===== config.mk =====
export PLATFORM = sky130hd
export DESIGN_NAME = ddr3_burst_sequencer
export DESIGN_NICKNAME = d
export VERILOG_FILES = /design/src/rtl/ddr3_pkg.sv /design/src/rtl/ddr3_burst_counter.sv /design/src/rtl/ddr3_burst_sequencer.sv
export SDC_FILE = /design/constraint.sdc
export NUM_CORES = 1
export LEC_CHECK = 0
export ABC_AREA = 1
export CAP_MARGIN = 30
export CORE_ASPECT_RATIO = 1.4
export CORE_MARGIN = 1.5
export CORE_UTILIZATION = 50
export CTS_CLUSTER_SIZE = 14
export DETAILED_ROUTE_END_ITERATION = 16
export PLACE_DENSITY_LB_ADDON = 0.2
export SKIP_LAST_GASP = 1
export SYNTH_ARGS = -nofsm -noshare
export SYNTH_HDL_FRONTEND = slang
export SYNTH_HIERARCHICAL = 1
export SYNTH_SLANG_ARGS = --single-unit
export TNS_END_PERCENT = 10

===== constraint.sdc =====
create_clock -name clk -period 2.5 [get_ports clk]
set_clock_uncertainty 0.15 [all_clocks]
set_input_delay 0.5 -clock clk [delete_from_list [all_inputs] [get_ports clk]]
set_output_delay 0.5 -clock clk [all_outputs]
set_load 0.05 [all_outputs]

===== src/rtl/ddr3_pkg.sv =====
// Shared types and default geometry for the DDR3 burst sequencer.
package ddr3_pkg;

    localparam int unsigned ADDR_W_DEF   = 26;
    localparam int unsigned CNT_W_DEF    = 23;
    localparam int unsigned ADDR_INC_DEF = 8;

    typedef enum logic [1:0] {
        ST_IDLE  = 2'd0,
        ST_WRITE = 2'd1,
        ST_READ  = 2'd2
    } seq_state_t;

endpackage


===== src/rtl/ddr3_burst_counter.sv =====
// Burst address/count pair: loads on start, steps by one burst per accepted ack.
module ddr3_burst_counter #(
    parameter int unsigned ADDR_W   = 26,
    parameter int unsigned CNT_W    = 23,
    parameter int unsigned ADDR_INC = 8
) (
    input  logic              clk,
    input  logic              rst,
    input  logic              load,
    input  logic [ADDR_W-1:0] load_addr,
    input  logic [CNT_W-1:0]  load_cnt,
    input  logic              step,
    output logic [ADDR_W-1:0] addr,
    output logic              zero,
    output logic              last
);

    logic [CNT_W-1:0] cnt;

    // Address wraps naturally at 2^ADDR_W; count never underflows.
    always_ff @(posedge clk) begin
        if (rst) begin
            addr <= '0;
            cnt  <= '0;
        end else if (load) begin
            addr <= load_addr;
            cnt  <= load_cnt;
        end else if (step && !zero) begin
            addr <= addr + ADDR_W'(ADDR_INC);
            cnt  <= cnt - CNT_W'(1);
        end
    end

    assign zero = (cnt == '0);
    assign last = (cnt == CNT_W'(1));

endmodule


===== src/rtl/ddr3_burst_sequencer.sv =====
// Sequences BL8 write bursts (ADC FIFO -> DDR3) or read bursts (DDR3 -> readout FIFO),
// one direction at a time.
module ddr3_burst_sequencer
    import ddr3_pkg::*;
#(
    parameter int unsigned ADDR_W   = ADDR_W_DEF,
    parameter int unsigned CNT_W    = CNT_W_DEF,
    parameter int unsigned ADDR_INC = ADDR_INC_DEF
) (
    input  logic              clk,
    input  logic              rst,
    input  logic              wr_start,
    input  logic [ADDR_W-1:0] wr_start_addr,
    input  logic [CNT_W-1:0]  wr_burst_cnt,
    input  logic              wr_data_avail,
    input  logic              rd_start,
    input  logic [ADDR_W-1:0] rd_start_addr,
    input  logic [CNT_W-1:0]  rd_burst_cnt,
    input  logic              rd_space_avail,
    output logic              wr_mode,
    output logic [ADDR_W-1:0] wr_addr,
    output logic              wr_request,
    input  logic              wr_addr_ack,
    output logic [ADDR_W-1:0] rd_addr,
    output logic              rd_request,
    input  logic              rd_addr_ack,
    output logic              wr_done,
    output logic              rd_done,
    output logic              busy,
    output logic              start_err
);

    seq_state_t state, state_next;
    logic wr_load, rd_load;
    logic wr_step, rd_step;
    logic wr_zero, rd_zero;
    logic wr_last, rd_last;
    logic wr_done_next, rd_done_next, start_err_next;

    ddr3_burst_counter #(
        .ADDR_W   (ADDR_W),
        .CNT_W    (CNT_W),
        .ADDR_INC (ADDR_INC)
    ) u_wr_cnt (
        .clk       (clk),
        .rst       (rst),
        .load      (wr_load),
        .load_addr (wr_start_addr),
        .load_cnt  (wr_burst_cnt),
        .step      (wr_step),
        .addr      (wr_addr),
        .zero      (wr_zero),
        .last      (wr_last)
    );

    ddr3_burst_counter #(
        .ADDR_W   (ADDR_W),
        .CNT_W    (CNT_W),
        .ADDR_INC (ADDR_INC)
    ) u_rd_cnt (
        .clk       (clk),
        .rst       (rst),
        .load      (rd_load),
        .load_addr (rd_start_addr),
        .load_cnt  (rd_burst_cnt),
        .step      (rd_step),
        .addr      (rd_addr),
        .zero      (rd_zero),
        .last      (rd_last)
    );

    assign wr_mode    = (state == ST_WRITE);
    assign wr_request = wr_mode && wr_data_avail;
    assign rd_request = (state == ST_READ) && rd_space_avail;
    assign wr_step    = wr_request && wr_addr_ack;
    assign rd_step    = rd_request && rd_addr_ack;
    assign busy       = (state != ST_IDLE);

    always_ff @(posedge clk) begin
        if (rst) begin
            state     <= ST_IDLE;
            wr_done   <= 1'b0;
            rd_done   <= 1'b0;
            start_err <= 1'b0;
        end else begin
            state     <= state_next;
            wr_done   <= wr_done_next;
            rd_done   <= rd_done_next;
            start_err <= start_err_next;
        end
    end

    // Write wins a simultaneous start; a zero-count start completes without leaving IDLE.
    always_comb begin
        state_next     = state;
        wr_load        = 1'b0;
        rd_load        = 1'b0;
        wr_done_next   = 1'b0;
        rd_done_next   = 1'b0;
        start_err_next = 1'b0;
        case (state)
            ST_IDLE: begin
                if (wr_start) begin
                    if (wr_burst_cnt != '0) begin
                        wr_load    = 1'b1;
                        state_next = ST_WRITE;
                    end else begin
                        wr_done_next = 1'b1;
                    end
                    start_err_next = rd_start;
                end else if (rd_start) begin
                    if (rd_burst_cnt != '0) begin
                        rd_load    = 1'b1;
                        state_next = ST_READ;
                    end else begin
                        rd_done_next = 1'b1;
                    end
                end
            end
            ST_WRITE: begin
                start_err_next = wr_start || rd_start;
                if (wr_step && wr_last) begin
                    state_next   = ST_IDLE;
                    wr_done_next = 1'b1;
                end else if (wr_zero) begin
                    state_next = ST_IDLE;
                end
            end
            ST_READ: begin
                start_err_next = wr_start || rd_start;
                if (rd_step && rd_last) begin
                    state_next   = ST_IDLE;
                    rd_done_next = 1'b1;
                end else if (rd_zero) begin
                    state_next = ST_IDLE;
                end
            end
            default: state_next = ST_IDLE;
        endcase
    end

endmodule


; Word level (Yosys, flattened, before mapping)
; Index checks and enable logic that the tools add are counted.
[word_totals]
input_bits = 106
wordCells = 77
register_bits = 103
output_inout_bits = 59
[classes]
add_sub_neg = 4
n_eq_ne = 9
n_reduce_logical = 21
muxes = 35
[op_table]
columns = cell, n
row1 = $mux W26, 4
row2 = $mux W23, 4
row3 = $add A26 B4 Y26 const B, 2
row4 = $eq A23 B1 Y1 const B, 2
row5 = $logic_not A23 Y1, 2
row6 = $reduce_bool A23 Y1, 2
row7 = $sub A23 B1 Y23 const B, 2
row8 = $mux W2, 8
row9 = $mux W1, 15
row10 = $ne A3 B3 Y1 const B, 3
row11 = $logic_and A1 B1 Y1, 8
row12 = $ne A3 B1 Y1 const B, 2
row13 = $pmux W1 S2, 3
row14 = $pmux W2 S3, 1
row15 = $reduce_bool A2 Y1, 3
row16 = $reduce_and A5 Y1, 1
row17 = $eq A2 B1 Y1 const B, 1
row18 = $eq A2 B2 Y1 const B, 1
row19 = $logic_not A1 Y1, 2
row20 = $logic_not A2 Y1, 1
row21 = $reduce_or A2 Y1, 1
row22 = $logic_or A1 B1 Y1, 1

; Logic depth before layout (Yosys ltp)
; Gate-level depths: netlist of run 1.
[logic_depth]
depth_word = 6
depth_mapped = 13
depth_no_buf = 13

; By module
; Netlist of run 1, hierarchy kept.
[modules_own_cells]
columns = mod, seq_area_each_um2, area_each_um2, instances, cells_each
row1 = ddr3_burst_counter, 980.9, 3479.6, 2, 607
row2 = ddr3_burst_sequencer, 100.1, 564.3, 1, 101

; Least setup slack after synthesis of run 1
; No wires, ideal clock.
[synth_timing]
kind = register -> register
from = register state[0]
to = register u_rd_cnt.cnt[1]
path_stages_with_launch = 12
setup_slack_ns = 0.415
period_less_slack_ns = 2.085
setup_ns = 0.113
arrival_time_ns = 1.822
required_time_ns = 2.237
n_path_buf = 2
path_cell_list = dfxtp_1 > inv_1 > ha_1 > inv_2 > nor2_2 > nand3_1 > inv_1 > clkbuf_1 > clkbuf_1 > o21ai_0 > nor2_1 > nor2_1
[synth_via]
word_cells_on_any_way = 8
classes_between = eq/ne: 1 / mux: 2 / reduce/logical: 5
[synth_lines]
columns = item, line
row1 = start: declaration, ddr3_burst_sequencer.sv:33  ; seq_state_t state, state_next;
row2 = start signal: assignment, ddr3_burst_sequencer.sv:86  ; state <= state_next;
row3 = $logic_not A2 Y1 *, ddr3_burst_sequencer.sv:101  ; case (state)
row4 = $mux W1 *, ddr3_burst_sequencer.sv:101
row5 = net rd_load, ddr3_burst_sequencer.sv:34  ; logic wr_load, rd_load;
row6 = $mux W23 or $reduce_bool A2 Y1 (tied branches), n/a
row7 = end signal: assignment, ddr3_burst_counter.sv:27  ; cnt <= load_cnt;
row8 = end signal: assignment, ddr3_burst_counter.sv:30  ; cnt <= cnt - CNT_W'(1);
row9 = end: declaration, ddr3_burst_counter.sv:18  ; logic [CNT_W-1:0] cnt;
; The timed path passes the listed nets; every way through them passes the cells marked *.
; A chain may end at the register's enable or synchronous reset.

; Final worst setup path of run 1
[layout_timing]
from = register state[1]
to = output port wr_mode
[layout_via]
elab_chain_cells = 1
[layout_rtl]
columns = item, line
row1 = $eq A2 B1 Y1, ddr3_burst_sequencer.sv:72  ; assign wr_mode = (state == ST_WRITE);
row2 = end: declaration, ddr3_burst_sequencer.sv:20  ; output logic wr_mode,
; No other way between the ends.

==> summary.md, run 1 <==
| Metric | Value |
|---|---|
| Number of nets with antenna violations after detailed routing | `0` |
| Setup fix buffers added after clock tree synthesis | `0` |
| Worst Slack Setup Final | `65.0 ps` |
| Signal arrival time at the worst endpoint | `1790 ps` |
| Worst relative slew slack | `61.5%` |
| Core region area | `14600 um2` |
| Number of remaining DRC errors | `0` |
| Global-route wire length before repair | `37.3 mm` |
| Post-placement cell area | `9650 um2` |
| Final routed wirelength across all metal layers | `around 23 mm` |
| Length of the first detailed-routing pass in iterations | `5` |
| Share of the clock period used by the worst path | `97.4%` |
| Critical path required time | `1850 ps` |
| Total number of H-tree levels | `3` |
| Via count of the first global-routing pass | `about 8100` |
| Minimum setup slack among reg-to-reg paths | `320 ps` |
| Largest net degree at the start of global routing | `51` |
| Maximum net fanout on the critical path | `4` |
| Overall fraction of global-route tracks in use | `about 29%` |
| Number of nets in the finished design | `between 1500 and 2000` |
| Setup crit start kind | `register` |
| Synthesized Nets | `about 1400` |
| Type of element capturing the critical path | `primary output` |
| Setup WS pre-CTS | `-132 ps` |
| WS Path Type | `register to primary output` |
| TritonCTS clock tree | `yes` |
| Number of rows created at floorplan | `52` |
| Number of hold-slack violations in the final timing report | `0` |
| Max-capacitance violation count | `0` |
| Clock Root Buffer | `clkbuf_16` |
| Die Y-Extent | `around 150 um` |
| Average wire length per cell after detail routing | `between 10 and 15 um` |
| Total clock buffers created by CTS | `9` |
| Final setup TNS | `0 ps` |
| Combined flip-flop and latch cell area | `2060 um2` |
| Design Power | `6.95 mW` |
| Fmax | `411 MHz` |
| Hold buffers post-CTS | `0` |
| Share of the core filled with cells in the final layout | `68.4%` |
| Max-slew violation count | `0` |
| Power density over cell area | `697 nW/um2` |
| Total grt overflow | `0` |
| Number of clock sinks | `103` |
| Setup Viol. Count Final | `0` |
| Number of buffers added on ports | `164` |
| Violation count after the first detailed-routing iteration | `521` |
| # resized after CTS | `0` |
| Result of the run | `complete, no violations` |
| Number of antenna violations at the first check in global routing | `0` |
| Footprint of the multi-input gates | `4870 um2` |
| Floorplan die area | `15800 um2` |
| Distinct cell type count of the synthesized netlist | `31` |
| Fill cells | `approximately 1300` |
| Count of pins on the block boundary | `165` |
| Min Tclk post-route | `2440 ps` |
| Routability-driven placement congestion ratio | `~0.96` |
| Max VDD drop | `0.000380 V` |
| Number of inserted diodes | `0` |
| Area of the mapped netlist | `7520 um2` |
| Synthesized area divided by synthesized cell count | `5.72 um2` |
| Latest clock arrival within the worst-skew pair | `between 300 and 400 ps` |
| Number of vias per cell after detailed routing | `5.22` |
| Synthesis warning total | `6` |
| X dimension of the die | `approximately 110 um` |
| Initial core utilization | `51.6%` |
| Number of synthesized register bits | `103` |
| Design Area, Final | `about 10000 um2` |
| P&R area growth vs syn | `32.4%` |
| Total number of vias | `between 8000 and 9000` |
| Total leakage power | `4.32 nW` |
| Unrepaired setup endpoints after global routing | `no` |
| Sequential cell area fraction in the yosys report | `27.4%` |
| Instance count of the mapped netlist | `1315` |
| Fraction of layout cells with a size suffix above 1 | `7.35%` |
| Worst hold path type | `register to register` |
| HPWL reported at the end of detailed placement | `17.1 mm` |
| Clock edge transition at the registers on the reported setup and hold paths | `70 ps` |
| Maximum count of clock buffers along a single path | `2` |
| Transition time of the tightest slew-check pin | `577 ps` |
metal layers:
layer / GRT usage, % / share of wire [%]
met1: 32.3 / 39
met2: 54.7 / 52
met3: 3.99 / 5.6
met4: 12.0 / 3.1
met5: 0 / 0
placed cells by master (no fill, tap or decap), types with 5 or more instances in the layout:
master	count
buf_4	42
xor2_1	16
nor2_4	5
nand2_1	464
o21ai_0	31
buf_12	10
nor3_1	5
inv_1	87
ha_1	10
xnor2_1	14
o21bai_1	20
o21ai_1	6
clkdlybuf4s50_1	160
nor2_1	275
nand4_1	26
nand3_1	108
dfxtp_1	103
nor2_2	16
a21oi_1	52
nand2_2	7
clkbuf_16	9
state kept, by name (all words and copies together), names as in the netlist:
name           count
rd_done            1
wr_done            1
state              2
start_err          1
u_rd_cnt/cnt      23
u_wr_cnt/cnt      23
u_wr_cnt/addr     26
u_rd_cnt/addr     26
final cells by class:
cell class | instances | share of cell area (%)
clock buffer | 10 | 2.30
clock inverter | 5 | 0.841
inverter | 95 | 3.60
multi-input combinational | 1071 | 48.9
sequential | 103 | 20.7
tap | 189 | 2.37
timing repair buffer | 213 | 21.3
critical path, cell delays in order, from the launching register on:
cell and delay, ps:
dfxtp_1 340, inv_1 90, ha_1 200, clkdlybuf4s50_1 820
cell usage after synthesis (all sizes together):
cell    number  area, um2
xnor2       14        123
ha          10        125
o21bai      20        150
dfxtp      103       2060
o21ai       37        185
xor2        16        140
a21oi       52        260
clkinv       4       17.5
nor3b        1       18.8
nand3      110        576
buf         20        133
nor2       298       1230
clkbuf      26       97.6
inv         91        342
nand3b       3       22.5
and2         2       12.5
nand4       26        163
and3         2       12.5
nand2      475       1830
nor3         5       25.0
through the flow:
step	std cells	hold slack, ps
after floorplan	1315	317
after global placement	1671	338
after detailed placement	1671	347
after CTS	1686	356
after global routing	1686	394
final	1686	353
cell families after synthesis:
group	Yosys count	synth area share (%)
AO/OA/AOI/OAI	109	7.92
XOR/XNOR	30	3.49
AND/OR/NAND/NOR	922	51.7
buffers and inverters	141	7.83
flip-flops	103	27.4
adder cells (fa/ha/maj)	10	1.66
path summary, 6_finish.rpt:
check                      endpoint  startpoint  cells after the start
setup reg to reg  u_wr_cnt/addr[13]    state[0]                     12
hold reg to reg            state[1]    state[1]                      2
setup / recovery            wr_mode    state[1]                      3
hold / removal             state[1]    state[1]                      2
report_power, final:
group	leakage (nW)	switching, mW	internal (mW)
registers	0.842	0.257	1.84
clock network	0.145	0.669	0.876
logic	3.33	2.08	1.23
total	4.32	3.01	3.94
(Power assumes the default switching activity.)
==> inputs of run 2 (changes only) <==
--- a/config.mk
+++ b/config.mk
@@ -11,3 +11,3 @@
 export CORE_MARGIN = 1.5
-export CORE_UTILIZATION = 50
+export CORE_UTILIZATION = 52
 export CTS_CLUSTER_SIZE = 14
--- a/constraint.sdc
+++ b/constraint.sdc
@@ -4,2 +4,2 @@
 set_output_delay 0.5 -clock clk [all_outputs]
-set_load 0.05 [all_outputs]
+set_load 0.1 [all_outputs]
==> run 2 against run 1 <==
- combinational power is 8.8% higher
- setup slack better by 170 ps
- largest power group unchanged
- core utilization is 0.67 points higher
- final cell count is 1.0% lower
- worst hold slack worse by 0.60 ps
- sequential share of layout area is 0.58 points higher
- via count is 0.40% lower
==> summary.md, run 2 (synthesis gave the netlist of run 1 again) <==
| Metric | Value |
|---|---|
| Result of the run | `complete, no violations` |
| Total leakage power | `4.35 nW (+0.66%)` |
| Share of the clock period used by the worst path | `90.7% (-6.7 points)` |
| Cells on Worst Hold Path | `2 (unchanged)` |
| Core region area | `14000 um2 (-3.7%)` |
| Transition time of the tightest slew-check pin | `467 ps (-110 ps)` |
| Number of hold-slack violations in the final timing report | `0 (unchanged)` |
| Die Y-Extent | `145 um (-1.9%)` |
| Worst relative slew slack | `68.8% (+7.2 points)` |
| Violation count after the first detailed-routing iteration | `420 (-19%)` |
| Overall fraction of global-route tracks in use | `29.6% (+0.54 points)` |
| Fill cells | `1304 (-2.8%)` |
| Routability-driven placement congestion ratio | `0.954 (-0.74%)` |
| Total number of vias | `8774 (-0.40%)` |
| Number of remaining DRC errors | `0 (unchanged)` |
| Floorplan die area | `15200 um2 (-3.8%)` |
| Critical-path cell with the highest stage delay | `clkdlybuf4s50_1` |
| Total number of H-tree levels | `3 (unchanged)` |
| WS Path Type | `input pin to register` |
| Number of inserted diodes | `0 (unchanged)` |
| Final routed wirelength across all metal layers | `22.6 mm (-1.8%)` |
| Number of vias per cell after detailed routing | `5.26 (+0.62%)` |
| Final instance count without filler cells | `1669 (-1.0%)` |
| Initial core utilization | `53.6% (+2.0 points)` |
| Maximum net fanout on the critical path | `11 (+7)` |
| Fmax | `441 MHz (+7.4%)` |
| Startpoint of the worst setup timing path | `rd_burst_cnt[1]` |
| TritonCTS clock tree | `yes` |
| Average wire length per cell after detail routing | `13.5 um (-0.79%)` |
| Latest clock arrival within the worst-skew pair | `350 ps (about the same)` |
| Crit path top cell by count | `nor2_1` |
| Number of nets with antenna violations after detailed routing | `0 (unchanged)` |
| Clock Root Buffer | `clkbuf_16` |
| Clock edge transition at the registers on the reported setup and hold paths | `70 ps (about the same)` |
| Unrepaired setup endpoints after global routing | `no` |
| Min Tclk post-route | `2270 ps (-168 ps)` |
| Minimum setup slack among reg-to-reg paths | `360 ps (+40 ps)` |
| Fraction of layout cells with a size suffix above 1 | `10.3% (+3.0 points)` |
| End of the worst register-to-register path | `u_wr_cnt/addr[8]` |
| Crit path cell chain | `clkdlybuf4s50_1 -> nor2_1 -> nand2_1 -> nor2_2 -> nand3_1 -> nand3_1 -> inv_1 -> clkinv_1 -> nand3_1 -> buf_4 -> nor2_1 -> nor2_1 -> nor2_1` |
| Number of nets in the finished design | `1596 (-0.81%)` |
| Setup crit start kind | `input pin` |
| Maximum count of clock buffers along a single path | `2 (unchanged)` |
| Regs by FF count | `u_rd_cnt/addr: 26 flops, u_wr_cnt/addr: 26 flops` |
| Commonest non-fill, non-tap cell in the layout | `nand2_1` |
| # resized after CTS | `0 (unchanged)` |
| Hold buffers post-CTS | `0 (unchanged)` |
| Setup Viol. Count Final | `0 (unchanged)` |
| Number of clock sinks | `103 (unchanged)` |
| Max-capacitance violation count | `0 (unchanged)` |
| Total clock buffers created by CTS | `9 (unchanged)` |
| X dimension of the die | `105 um (-1.9%)` |
| Number of rows created at floorplan | `51 (-1.9%)` |
| Total grt overflow | `0 (unchanged)` |
| Critical path required time | `2580 ps (+730 ps)` |
| Cell total after placement | `1654 (-1.0%)` |
| Number of antenna violations at the first check in global routing | `0 (unchanged)` |
| Length of the first detailed-routing pass in iterations | `5 (unchanged)` |
| Worst reg2reg startpoint | `u_wr_cnt/cnt[0]` |
| Power density over cell area | `734 nW/um2 (+5.3%)` |
| Signal arrival time at the worst endpoint | `2350 ps (+560 ps)` |
| Post-placement cell area | `9410 um2 (-2.5%)` |
| P&R area growth vs syn | `28.8%` |
| Global-route wire length before repair | `37.0 mm (-0.85%)` |
| Type of element capturing the critical path | `register` |
| Design Power | `7.12 mW (+2.4%)` |
| Commonest cells after routing, fill and taps aside | `nand2_1, nor2_1, nand3_1` |
| Worst hold path type | `register to register` |
| Via count of the first global-routing pass | `8207 (+1.4%)` |
| Largest net degree at the start of global routing | `46 (-9.8%)` |
| CP peak stage delay | `490 ps (-330 ps)` |
| Hold Crit Endpoint | `state[1]` |
| Design Area, Final | `9690 um2 (-2.7%)` |
| Count of pins on the block boundary | `165 (unchanged)` |
| Startpoint of the most critical hold path | `state[1]` |
| Cells on worst reg2reg path | `11 (-1)` |
| Max VDD drop | `0.000349 V (-8.1%)` |
| HPWL reported at the end of detailed placement | `16.8 mm (-2.0%)` |
| Number of buffers added on ports | `164 (unchanged)` |
| Setup fix buffers added after clock tree synthesis | `0 (unchanged)` |
| Max-slew violation count | `0 (unchanged)` |
## run 2: cell types whose count changed in the layout (fill, tap and decap cells not counted)
cell	previous run	this run
ha_2	0	1
clkinv_4	1	0
clkinv_2	2	4
clkinvlp_4	2	1
clkdlybuf4s50_1	160	104
bufinv_16	2	1
clkbuf_1	1	2
ha_1	10	9
buf_4	42	85
## run 2: worst max path at each step
stage | endpoint | slack (ps) | cells after the start
CTS | u_rd_cnt/addr[23] | 230 | 13
global route | u_rd_cnt/addr[22] | 70 | 13
detailed placement | u_rd_cnt/addr[23] | -130 | 13
global placement | u_rd_cnt/addr[22] | -140 | 13
floorplan | u_rd_cnt/addr[23] | 10 | 10
finish | u_rd_cnt/addr[23] | 230 | 13
## run 2: worst max-delay path: cells and delay by family
kind	cells	cell delay, ps
buffers and inverters	4	1020
and+or+nand+nor	9	820
## run 2: report_power, final
part           internal [mW]  switching [mW]  leakage, nW
combinational           1.18            2.42         3.37
clock                  0.770           0.645        0.135
sequential              1.84           0.260        0.842
total                   3.79            3.33         4.35
## run 2: per-stage QoR
step | setup slack [ps] | utilization, % | hold WS (ps) | setup TNS [ps]
finish | 233 | 69.0 | 352 | 0
CTS | 231 | 69.0 | 357 | 0
global placement | -143 | 67.0 | 340 | -4060
global route | 66.6 | 69.0 | 373 | 0
detailed placement | -132 | 67.0 | 348 | -4380
floorplan | 14.3 | - | 317 | 0
## run 2: routing by layer
| layer | up-vias | global-route usage [%] | wire length [um] |
|---|---|---|---|
| met4 | 0 | 16.2 | 1070 |
| li1 | 4465 | - | - |
| met5 | - | 0 | 0 |
| met1 | 3911 | 32.6 | 8710 |
| met2 | 317 | 54.3 | 11600 |
| met3 | 81 | 4.18 | 1260 |
## run 2: final cells by class
| type | instances | area [um2] | area share (%) |
|---|---|---|---|
| Multi-Input combinational cell | 1071 | 4870 | 50.3 |
| Sequential cell | 103 | 2060 | 21.3 |
| Timing Repair Buffer | 200 | 1880 | 19.4 |
| Inverter | 95 | 359 | 3.71 |
| Clock buffer | 11 | 233 | 2.40 |
| Tap cell | 185 | 231 | 2.39 |
| Clock inverter | 4 | 47.5 | 0.491 |
